$ cat src/rtl/plic_irq_axil_forwarder.sv
// plic_irq_axil_forwarder
// Mirrors each PLIC target's interrupt level into a memory-mapped register
// through AXI4-Lite writes. Only level changes are written. A write that
// completes with a non-OKAY response leaves the target dirty, so it is retried.
// Targets are served round-robin, with one write outstanding at a time.
// The read channels are tied off.

module plic_irq_axil_forwarder #(
    parameter int          num_targets_p     = 2,
    parameter int          axil_data_width_p = 32,
    parameter int          axil_addr_width_p = 32,
    parameter int unsigned irq_base_addr_p   = 32'h0030_a000,
    parameter int unsigned target_stride_p   = 32'd4,
    parameter int          err_cnt_width_p   = 8
) (
    input  logic                           clk_i,
    input  logic                           reset_i,
    input  logic [num_targets_p-1:0]       irq_i,

    output logic [axil_addr_width_p-1:0]   m_axil_awaddr_o,
    output logic [2:0]                     m_axil_awprot_o,
    output logic                           m_axil_awvalid_o,
    input  logic                           m_axil_awready_i,
    output logic [axil_data_width_p-1:0]   m_axil_wdata_o,
    output logic [axil_data_width_p/8-1:0] m_axil_wstrb_o,
    output logic                           m_axil_wvalid_o,
    input  logic                           m_axil_wready_i,
    input  logic [1:0]                     m_axil_bresp_i,
    input  logic                           m_axil_bvalid_i,
    output logic                           m_axil_bready_o,

    output logic [axil_addr_width_p-1:0]   m_axil_araddr_o,
    output logic [2:0]                     m_axil_arprot_o,
    output logic                           m_axil_arvalid_o,
    input  logic                           m_axil_arready_i,
    input  logic [axil_data_width_p-1:0]   m_axil_rdata_i,
    input  logic [1:0]                     m_axil_rresp_i,
    input  logic                           m_axil_rvalid_i,
    output logic                           m_axil_rready_o,

    output logic [err_cnt_width_p-1:0]     err_cnt_o,
    output logic                           busy_o
);

    localparam int idx_w_lp = (num_targets_p > 1) ? $clog2(num_targets_p) : 1;

    localparam logic [1:0] st_idle_c = 2'd0;
    localparam logic [1:0] st_send_c = 2'd1;
    localparam logic [1:0] st_resp_c = 2'd2;

    localparam logic [idx_w_lp-1:0]        last_idx_c = idx_w_lp'(num_targets_p - 1);
    localparam logic [err_cnt_width_p-1:0] err_max_c  = {err_cnt_width_p{1'b1}};

    logic [1:0]                   state_r;
    logic [num_targets_p-1:0]     irq_r;
    logic [num_targets_p-1:0]     sent_r;
    logic [idx_w_lp-1:0]          rr_ptr_r;
    logic [idx_w_lp-1:0]          sel_r;
    logic                         lvl_r;
    logic                         aw_done_r;
    logic                         w_done_r;
    logic [axil_addr_width_p-1:0] awaddr_r;
    logic [axil_data_width_p-1:0] wdata_r;
    logic                         awvalid_r;
    logic                         wvalid_r;
    logic                         bready_r;
    logic [err_cnt_width_p-1:0]   err_cnt_r;

    logic [num_targets_p-1:0]     dirty_s;
    logic                         found_s;
    logic [idx_w_lp-1:0]          sel_s;
    logic                         lvl_s;
    logic [axil_addr_width_p-1:0] addr_s;
    logic                         aw_fin_s;
    logic                         w_fin_s;
    logic                         unused_s;

    assign dirty_s = irq_r ^ sent_r;

    // Pick the first dirty target at or after rr_ptr_r, wrapping round.
    always_comb begin
        int            idx_v;
        logic [idx_w_lp-1:0] idx_t;
        found_s = 1'b0;
        sel_s   = '0;
        idx_v   = 0;
        idx_t   = '0;
        for (int k = 0; k < num_targets_p; k++) begin
            idx_v = int'(rr_ptr_r) + k;
            if (idx_v >= num_targets_p) begin
                idx_v = idx_v - num_targets_p;
            end else begin
                idx_v = idx_v;
            end
            idx_t = idx_w_lp'(idx_v);
            if (!found_s && dirty_s[idx_t]) begin
                found_s = 1'b1;
                sel_s   = idx_t;
            end else begin
                found_s = found_s;
            end
        end
    end

    // Level and register address for the candidate target.
    always_comb begin
        lvl_s  = irq_r[sel_s];
        addr_s = axil_addr_width_p'(irq_base_addr_p)
               + axil_addr_width_p'(sel_s) * axil_addr_width_p'(target_stride_p);
    end

    // A channel is complete once it was done earlier or handshakes in this cycle.
    always_comb begin
        aw_fin_s = aw_done_r | (awvalid_r & m_axil_awready_i);
        w_fin_s  = w_done_r  | (wvalid_r  & m_axil_wready_i);
    end

    // Input sampling, write sequencing, round-robin pointer and error counter.
    always_ff @(posedge clk_i or posedge reset_i) begin
        if (reset_i) begin
            state_r   <= st_idle_c;
            irq_r     <= '0;
            sent_r    <= '0;
            rr_ptr_r  <= '0;
            sel_r     <= '0;
            lvl_r     <= 1'b0;
            aw_done_r <= 1'b0;
            w_done_r  <= 1'b0;
            awaddr_r  <= '0;
            wdata_r   <= '0;
            awvalid_r <= 1'b0;
            wvalid_r  <= 1'b0;
            bready_r  <= 1'b0;
            err_cnt_r <= '0;
        end else begin
            irq_r <= irq_i;
            case (state_r)
                st_idle_c: begin
                    if (found_s) begin
                        sel_r     <= sel_s;
                        lvl_r     <= lvl_s;
                        awaddr_r  <= addr_s;
                        wdata_r   <= axil_data_width_p'(lvl_s);
                        awvalid_r <= 1'b1;
                        wvalid_r  <= 1'b1;
                        state_r   <= st_send_c;
                    end
                end
                st_send_c: begin
                    if (awvalid_r && m_axil_awready_i) begin
                        awvalid_r <= 1'b0;
                    end
                    if (wvalid_r && m_axil_wready_i) begin
                        wvalid_r <= 1'b0;
                    end
                    if (aw_fin_s && w_fin_s) begin
                        aw_done_r <= 1'b0;
                        w_done_r  <= 1'b0;
                        bready_r  <= 1'b1;
                        state_r   <= st_resp_c;
                    end else begin
                        aw_done_r <= aw_fin_s;
                        w_done_r  <= w_fin_s;
                    end
                end
                st_resp_c: begin
                    if (m_axil_bvalid_i) begin
                        if (m_axil_bresp_i == 2'b00) begin
                            sent_r[sel_r] <= lvl_r;
                        end else if (err_cnt_r != err_max_c) begin
                            err_cnt_r <= err_cnt_r + {{(err_cnt_width_p-1){1'b0}}, 1'b1};
                        end
                        if (sel_r == last_idx_c) begin
                            rr_ptr_r <= '0;
                        end else begin
                            rr_ptr_r <= sel_r + {{(idx_w_lp-1){1'b0}}, 1'b1};
                        end
                        bready_r <= 1'b0;
                        state_r  <= st_idle_c;
                    end
                end
                default: begin
                    awvalid_r <= 1'b0;
                    wvalid_r  <= 1'b0;
                    bready_r  <= 1'b0;
                    aw_done_r <= 1'b0;
                    w_done_r  <= 1'b0;
                    state_r   <= st_idle_c;
                end
            endcase
        end
    end

    assign m_axil_awaddr_o  = awaddr_r;
    assign m_axil_awprot_o  = 3'b000;
    assign m_axil_awvalid_o = awvalid_r;
    assign m_axil_wdata_o   = wdata_r;
    assign m_axil_wstrb_o   = {(axil_data_width_p/8){1'b1}};
    assign m_axil_wvalid_o  = wvalid_r;
    assign m_axil_bready_o  = bready_r;

    assign m_axil_araddr_o  = '0;
    assign m_axil_arprot_o  = 3'b000;
    assign m_axil_arvalid_o = 1'b0;
    assign m_axil_rready_o  = 1'b1;

    assign err_cnt_o = err_cnt_r;
    assign busy_o    = (state_r != st_idle_c);

    // The read channel is never used; any stray response is simply drained.
    assign unused_s = ^{m_axil_arready_i, m_axil_rdata_i, m_axil_rresp_i, m_axil_rvalid_i};

endmodule

$ cat config.mk
export PLATFORM = sky130hd
export DESIGN_NAME = plic_irq_axil_forwarder
export DESIGN_NICKNAME = d
export VERILOG_FILES = /design/src/rtl/plic_irq_axil_forwarder.sv
export SDC_FILE = /design/constraint.sdc
export NUM_CORES = 1
export LEC_CHECK = 0
export ABC_AREA = 1
export CAP_MARGIN = 20
export CORE_MARGIN = 10
export CORE_UTILIZATION = 33
export DETAILED_ROUTE_END_ITERATION = 6
export DONT_BUFFER_PORTS = 1
export GPL_TIMING_DRIVEN = 0
export PLACE_DENSITY = 0.46
export SYNTH_ARGS = -nofsm -noshare
export SYNTH_HDL_FRONTEND = slang
export SYNTH_SLANG_ARGS = --single-unit
export TNS_END_PERCENT = 1
$ cat constraint.sdc
create_clock -name clk_i -period 1.6 [get_ports clk_i]
set_input_delay 0.4 -clock clk_i [delete_from_list [all_inputs] [get_ports clk_i]]
set_output_delay 0.4 -clock clk_i [all_outputs]
set_load 0.02 [all_outputs]
==> Flow_metrics.wiki, run 1 <==
{| class="wikitable"
! Metric !! Value
|-
| Vias per std cell || 3.237
|-
| Library cell occupying the most area in the post-synthesis netlist || sky130_fd_sc_hd__buf_4
|-
| Number of buffers on the longest clock path || 2
|-
| Most numerous cell on the critical path || sky130_fd_sc_hd__nand2_1
|-
| Count of different cell masters after synthesis || 22
|-
| Clock-pin slew reported for the worst setup and hold paths after clock tree synthesis || 90 ps
|-
| Post-DP HPWL || 3.882 mm
|-
| Via count || 1,418
|-
| Antenna violations before repair || 1
|-
| Clock tree from TritonCTS || yes
|-
| Per-cell routed wire length || 10.08 um
|-
| Total wire length || 4.417 mm
|-
| Classification of the worst setup path || register to register
|-
| Result of the run || completed
|-
| Post-synthesis instance area || 0.001958 sq mm
|-
| Number of port buffers || 0
|-
| Warnings, synthesis || 0
|-
| Chip height || 97.03 um
|-
| Seq cells post-synth || 23
|-
| Largest net degree at the start of global routing || 24
|-
| Startpoint of the tightest hold check path || irq_i[1]
|-
| Worst slew margin relative to its limit || 0.4060
|-
| Unrepaired setup endpoints after global routing || no
|-
| Via count of the first global-routing pass || 1,296
|-
| Reg-to-Reg Start || err_cnt_o[0]
|-
| Synthesized netlist cell count || 261
|-
| Reg-to-reg setup timing slack || 160 ps
|-
| Final count of pins violating max slew || 0
|-
| Startpoint type of the worst setup path || register
|-
| Clk_skew || 7.526 ps
|-
| Die area || 0.009415 sq mm
|-
| Area fraction of the dominant cell type after synthesis || 0.4102
|-
| Logic depth of the worst register-to-register path || 8
|-
| Total clock sinks || 23
|-
| Largest cells by area after synthesis || sky130_fd_sc_hd__buf_4, sky130_fd_sc_hd__dfrtp_1, sky130_fd_sc_hd__nand2_1
|-
| CP cell instances || ha_1, inv_1, nor2_1, nand2_1, nand2_4, inv_4, nand2_1, nand2_1
|-
| Count of endpoints failing setup in the final report || 0
|-
| Worst hold path stage count || 0
|-
| Share of cells above drive strength 1 || 0.3288
|-
| Minimum clock period after layout || 1438 ps
|-
| Critical path data arrival time || 1600 ps
|-
| Iteration-0 DRC count of the detailed router || 25
|-
| Number of core rows || 27
|-
| Maximum clock frequency || 695.3 MHz
|-
| Endpoint, Worst Hold || irq_r[1]
|-
| Reported max-cap violation count || 0
|-
| Total iterations of the first detailed-routing run || 3
|-
| Clock root buffer master || sky130_fd_sc_hd__clkbuf_8
|-
| Fraction of the yosys area taken by sequential cells || 0.2939
|-
| Type of element capturing the critical path || register
|-
| GRT Overall Usage || 0.09027
|-
| Critical-path cell with the highest stage delay || sky130_fd_sc_hd__dfrtp_2
|-
| Weighted congestion reported at the end of routability-driven placement || 0.7476
|-
| Worst ir drop on vdd || 0.4861 mV
|-
| Crit-path max cell delay || 470 ps
|-
| Number of nets still failing antenna checks after routing || 0
|-
| Wire length of the first global-routing pass || 7.038 mm
|-
| NumNets Final || 412
|-
| Average footprint of a synthesized cell || 7.502 sq um
|-
| Global-route congestion overflow total || 0
|-
| Part of the cycle the worst path needs || 0.8989
|-
| Commonest cells after routing, fill and taps aside || sky130_fd_sc_hd__buf_4, sky130_fd_sc_hd__conb_1, sky130_fd_sc_hd__nand2_1
|-
| Power density cells || 1010 mW/mm^2
|-
| Area Overhead vs Synth || 26.39%
|-
| CTS HTree Levels || 1
|-
| Class of the tightest hold or removal check || input port to register
|-
| Worst Path Max Fanout || 9
|-
| Required time worst endpoint || 1770 ps
|-
| Width of the die || 97.03 um
|-
| Final Hold Vio Count || 0
|-
| Initial Utilization || 0.3471
|-
| Core outline area || 0.005642 sq mm
|-
| Num CTS Buffers || 3
|-
| I/O pin cnt || 165
|-
| Post CTS Setup Buffer Count || 0
|-
| Commonest non-fill, non-tap cell in the layout || sky130_fd_sc_hd__buf_4
|-
| Worst hold slack after final layout || 144.8 ps
|-
| Terminus of the critical flop-to-flop path || err_cnt_o[7]
|-
| Worst skew pair latency || 270 ps
|-
| Final total negative setup slack || 0 ps
|-
| DRC Markers || 0
|-
| Reported leakage power || 0.001577 uW
|-
| Actual slew at the worst max-slew pin || 890.1 ps
|}
[layout make-up]
cell class                      instances  area, sq um
Clock buffer                            3        41.29
Fill cell                             597         3167
Inverter                               26        100.1
Buffer                                107        803.3
Multi-Input combinational cell        205        854.6
Sequential cell                        23        578.1
Clock inverter                          1        5.005
Antenna cell                            1        2.502
Tap cell                               72        90.09
[cell families (layout without fill, tap and decap cells)]
family,after synthesis,in the layout,synth area share
flip-flops,23,23,0.2939
buffers and inverters,133,137,0.4613
AO/OA/AOI/OAI,9,9,0.02428
XOR/XNOR,4,4,0.01789
other,2,103,0.003835
adder cells (fa/ha/maj),1,1,0.006389
AND/OR/NAND/NOR,89,89,0.1923
[repair_timing]
action	in CTS	in global routing
hold buffers	0	0
setup endpoints to repair	0	5
resized for setup	0	2
[cell usage after synthesis]
cell type,instances
sky130_fd_sc_hd__nand4_1,3
sky130_fd_sc_hd__o21ai_0,7
sky130_fd_sc_hd__inv_2,1
sky130_fd_sc_hd__inv_4,1
sky130_fd_sc_hd__nand2_4,1
sky130_fd_sc_hd__inv_1,24
sky130_fd_sc_hd__nor2_4,1
sky130_fd_sc_hd__o21bai_1,1
sky130_fd_sc_hd__xnor2_1,2
sky130_fd_sc_hd__nor3_1,1
sky130_fd_sc_hd__nor2_1,10
sky130_fd_sc_hd__or2_2,1
sky130_fd_sc_hd__nand2_2,1
sky130_fd_sc_hd__nand3_1,9
sky130_fd_sc_hd__o21ai_1,1
sky130_fd_sc_hd__nand2_1,61
sky130_fd_sc_hd__xor2_1,2
sky130_fd_sc_hd__buf_4,107
sky130_fd_sc_hd__nor2_2,1
sky130_fd_sc_hd__conb_1,2
sky130_fd_sc_hd__ha_1,1
sky130_fd_sc_hd__dfrtp_1,23
[power by group]
group | leakage (uW) | total, uW | internal (uW) | switching [uW]
clock network | 0.0000255 | 377 | 174 | 202
registers | 0.000287 | 1060 | 763 | 293
logic | 0.00126 | 1070 | 402 | 665
[routing by layer]
| layer | part of all wire | vias up | global-route usage |
|---|---|---|---|
| li1 | - | 784 | - |
| met1 | 0.34 | 568 | 0.08543 |
| met2 | 0.51 | 62 | 0.1580 |
| met3 | 0.15 | 4 | 0.06033 |
| met4 | 0.0059 | 0 | 0.02029 |
| met5 | 0 | - | 0 |
[flip-flops by register name, indices dropped and copies added (netlist names)]
signal / count
w_done_r: 1
m_axil_awvalid_o: 1
m_axil_bready_o: 1
sent_r: 2
irq_r: 2
m_axil_wvalid_o: 1
aw_done_r: 1
m_axil_awaddr_o: 2
rr_ptr_r: 1
state_r: 2
err_cnt_o: 8
m_axil_wdata_o: 1
[stage by stage]
step	area, sq um	total power, uW	util	setup slack (ps)	instances
floorplan	2333	1961	-	223.4	361
global placement	2424	2120	0.4296	54.03	433
detailed placement	2424	2138	0.4296	52.25	433
CTS	2470	2524	0.4378	37.00	437
global route	2475	2752	0.4387	22.31	438
finish	2475	2500	0.4387	161.7	438
[worst max path at each step]
stage,start,end,slack (ps),depth (start not counted)
2_1_floorplan,err_cnt_o[0],err_cnt_o[7],220,8
3_3_place_gp,err_cnt_o[0],err_cnt_o[7],50,8
3_5_place_dp,err_cnt_o[0],err_cnt_o[7],50,8
4_1_cts,err_cnt_o[0],err_cnt_o[7],40,8
5_1_grt,err_cnt_o[2],err_cnt_o[1],20,7
6_report,err_cnt_o[0],err_cnt_o[7],160,8
[critical path, delay by kind of cell (launching register included)]
family | cells | cell delay [ps]
buf+inv | 2 | 120
fa+ha+maj | 1 | 210
flops | 1 | 470
simple gates | 5 | 530
Power figures use the tool's default switching activity.
==> run 2, diff against run 1 <==
--- a/config.mk
+++ b/config.mk
@@ -7,6 +7,7 @@
 export LEC_CHECK = 0
 export ABC_AREA = 1
 export CAP_MARGIN = 20
+export CORE_ASPECT_RATIO = 0.5
 export CORE_MARGIN = 10
 export CORE_UTILIZATION = 33
 export DETAILED_ROUTE_END_ITERATION = 6
==> Flow_metrics.wiki, run 2 (synthesis gave the netlist of run 1 again) <==
{| class="wikitable"
! Metric !! Value
|-
| Result of the run || completed
|-
| Part of the cycle the worst path needs || 0.8862
|-
| Reported max-cap violation count || 0
|-
| NumNets Final || 412
|-
| Actual slew at the worst max-slew pin || 907.0 ps
|-
| Total clock sinks || 23
|-
| Critical-path cell with the highest stage delay || sky130_fd_sc_hd__dfrtp_1
|-
| I/O pin cnt || 165
|-
| DRC Markers || 0
|-
| Buffers and inverters on the worst path || 1
|-
| Largest delay contributor family on the critical path || simple AND/OR/NAND/NOR gates
|-
| Reported leakage power || 0.001592 uW
|-
| Core outline area || 0.005610 sq mm
|-
| Max reg flops || 8
|-
| Width of the die || 128.9 um
|-
| Commonest non-fill, non-tap cell in the layout || sky130_fd_sc_hd__buf_4
|-
| GRT Overall Usage || 0.09059
|-
| Number of nets still failing antenna checks after routing || 0
|-
| Worst slew margin relative to its limit || 0.3946
|-
| Worst ir drop on vdd || 0.4439 mV
|-
| Crit-path max cell delay || 550 ps
|-
| Final count of pins violating max slew || 0
|-
| Number of buffers on the longest clock path || 2
|-
| Commonest cells after routing, fill and taps aside || sky130_fd_sc_hd__buf_4, sky130_fd_sc_hd__conb_1, sky130_fd_sc_hd__nand2_1
|-
| Worst skew pair latency || 250 ps
|-
| Largest net degree at the start of global routing || 24
|-
| Startpoint type of the worst setup path || register
|-
| Vias per std cell || 3.320
|-
| Worst hold slack after final layout || 168.0 ps
|-
| Startpoint of the tightest hold check path || irq_i[0]
|-
| Multi-input combinational cell area || 857.1 sq um
|-
| Critical path data arrival time || 1570 ps
|-
| Classification of the worst setup path || register to register
|-
| Count of endpoints failing setup in the final report || 0
|-
| Placement-stage cell area || 0.002425 sq mm
|-
| Chip height || 74.47 um
|-
| Via count || 1,454
|-
| Fill cell count || 588
|-
| CTS HTree Levels || 1
|-
| Initial Utilization || 0.3490
|-
| Class of the tightest hold or removal check || input port to register
|-
| Final total negative setup slack || 0 ps
|-
| Total iterations of the first detailed-routing run || 2
|-
| Area Overhead vs Synth || 28.18%
|-
| Number of core rows || 19
|-
| Per-cell routed wire length || 10.76 um
|-
| Type of element capturing the critical path || register
|-
| Wire length of the first global-routing pass || 7.176 mm
|-
| Antenna Cells || 0
|-
| # hold bufs at CTS || 0
|-
| Global-route congestion overflow total || 0
|-
| Clock-pin slew reported for the worst setup and hold paths after clock tree synthesis || 60 ps
|-
| Clock tree from TritonCTS || yes
|-
| Total wire length || 4.714 mm
|-
| Via count of the first global-routing pass || 1,417
|-
| Post-DP HPWL || 4.191 mm
|-
| Iteration-0 DRC count of the detailed router || 14
|-
| Clock root buffer master || sky130_fd_sc_hd__clkbuf_16
|-
| Reg-to-Reg Start || err_cnt_o[2]
|-
| Clk_skew || 3.576 ps
|-
| Area of all placed cells without fillers || 0.002510 sq mm
|-
| Share of cells above drive strength 1 || 0.3315
|-
| Most numerous cell on the critical path || sky130_fd_sc_hd__nand2_1
|-
| Non-filler instance count after layout || 438
|-
| Maximum clock frequency || 705.2 MHz
|-
| Antenna violations before repair || 0
|-
| Worst setup startpoint || err_cnt_o[2]
|-
| Final Hold Vio Count || 0
|-
| Num CTS Buffers || 3
|-
| Die area || 0.009602 sq mm
|-
| Required time worst endpoint || 1750 ps
|-
| Total instance count after detailed placement || 434
|-
| Unrepaired setup endpoints after global routing || no
|-
| Number of port buffers || 0
|-
| CP cell instances || nand2_1, nor2_2, nand2_1, nand2_4, inv_4, nand2_1, nand2_1
|-
| Minimum clock period after layout || 1418 ps
|-
| Combined flip-flop and latch cell area || 578.1 sq um
|-
| Weighted congestion reported at the end of routability-driven placement || 0.7910
|-
| Power density cells || 1069 mW/mm^2
|-
| Worst Path Max Fanout || 9
|}
[run 2: cell type report]
type	instances	area share
well taps	73	0.03639
plain buffers	107	0.3200
multi-input cells	205	0.3415
inverters	26	0.03988
clock inverters	1	0.001994
clock buffers	3	0.02991
flip-flops and latches	23	0.2303
[run 2: worst paths after layout]
kind / endpoint / slack [ps] / depth (start not counted)
worst max-delay path: err_cnt_o[1] / 180 / 7
worst min-delay path: irq_r[0] / 170 / 0
worst max register to register: err_cnt_o[1] / 180 / 7
worst min register to register: sent_r[1] / 520 / 2
max in group asynchronous: err_cnt_o[1] / 750 / 1
min in group asynchronous: m_axil_wvalid_o / 230 / 1
[run 2: what timing repair did]
item | CTS | global route
resized for setup | 0 | 3
endpoints found under the setup margin | 0 | 7
buffers inserted | 0 | 0
[run 2: metal layers]
metal  wire (um)  track usage  vias to the layer above
met5           0            0                        -
met4          34      0.01877                        0
met3         653      0.05106                        2
met2        2095       0.1597                       83
met1        1930      0.09469                      582
li1            -            -                      787
[run 2: worst register-to-register path: stages (launching register included)]
cell	delay, ps
sky130_fd_sc_hd__dfrtp_1	550
sky130_fd_sc_hd__nand2_1	180
sky130_fd_sc_hd__nor2_2	160
sky130_fd_sc_hd__nand2_1	100
sky130_fd_sc_hd__nand2_4	150
sky130_fd_sc_hd__inv_4	70
sky130_fd_sc_hd__nand2_1	60
sky130_fd_sc_hd__nand2_1	40
[run 2: per-stage QoR]
stage	total power (uW)	setup WS (ps)	utilization
finish	2684	182.1	0.4474
global placement	2123	62.23	0.4322
floorplan	1961	223.4	-
detailed placement	2133	56.19	0.4322
global route	2917	41.07	0.4474
CTS	2696	43.49	0.4465
[run 2: power breakdown]
part	internal (uW)	switching [uW]	leakage, uW
combinational	402	683	0.00126
clock	336	211	0.0000409
sequential	765	286	0.000287
total	1500	1180	0.00159
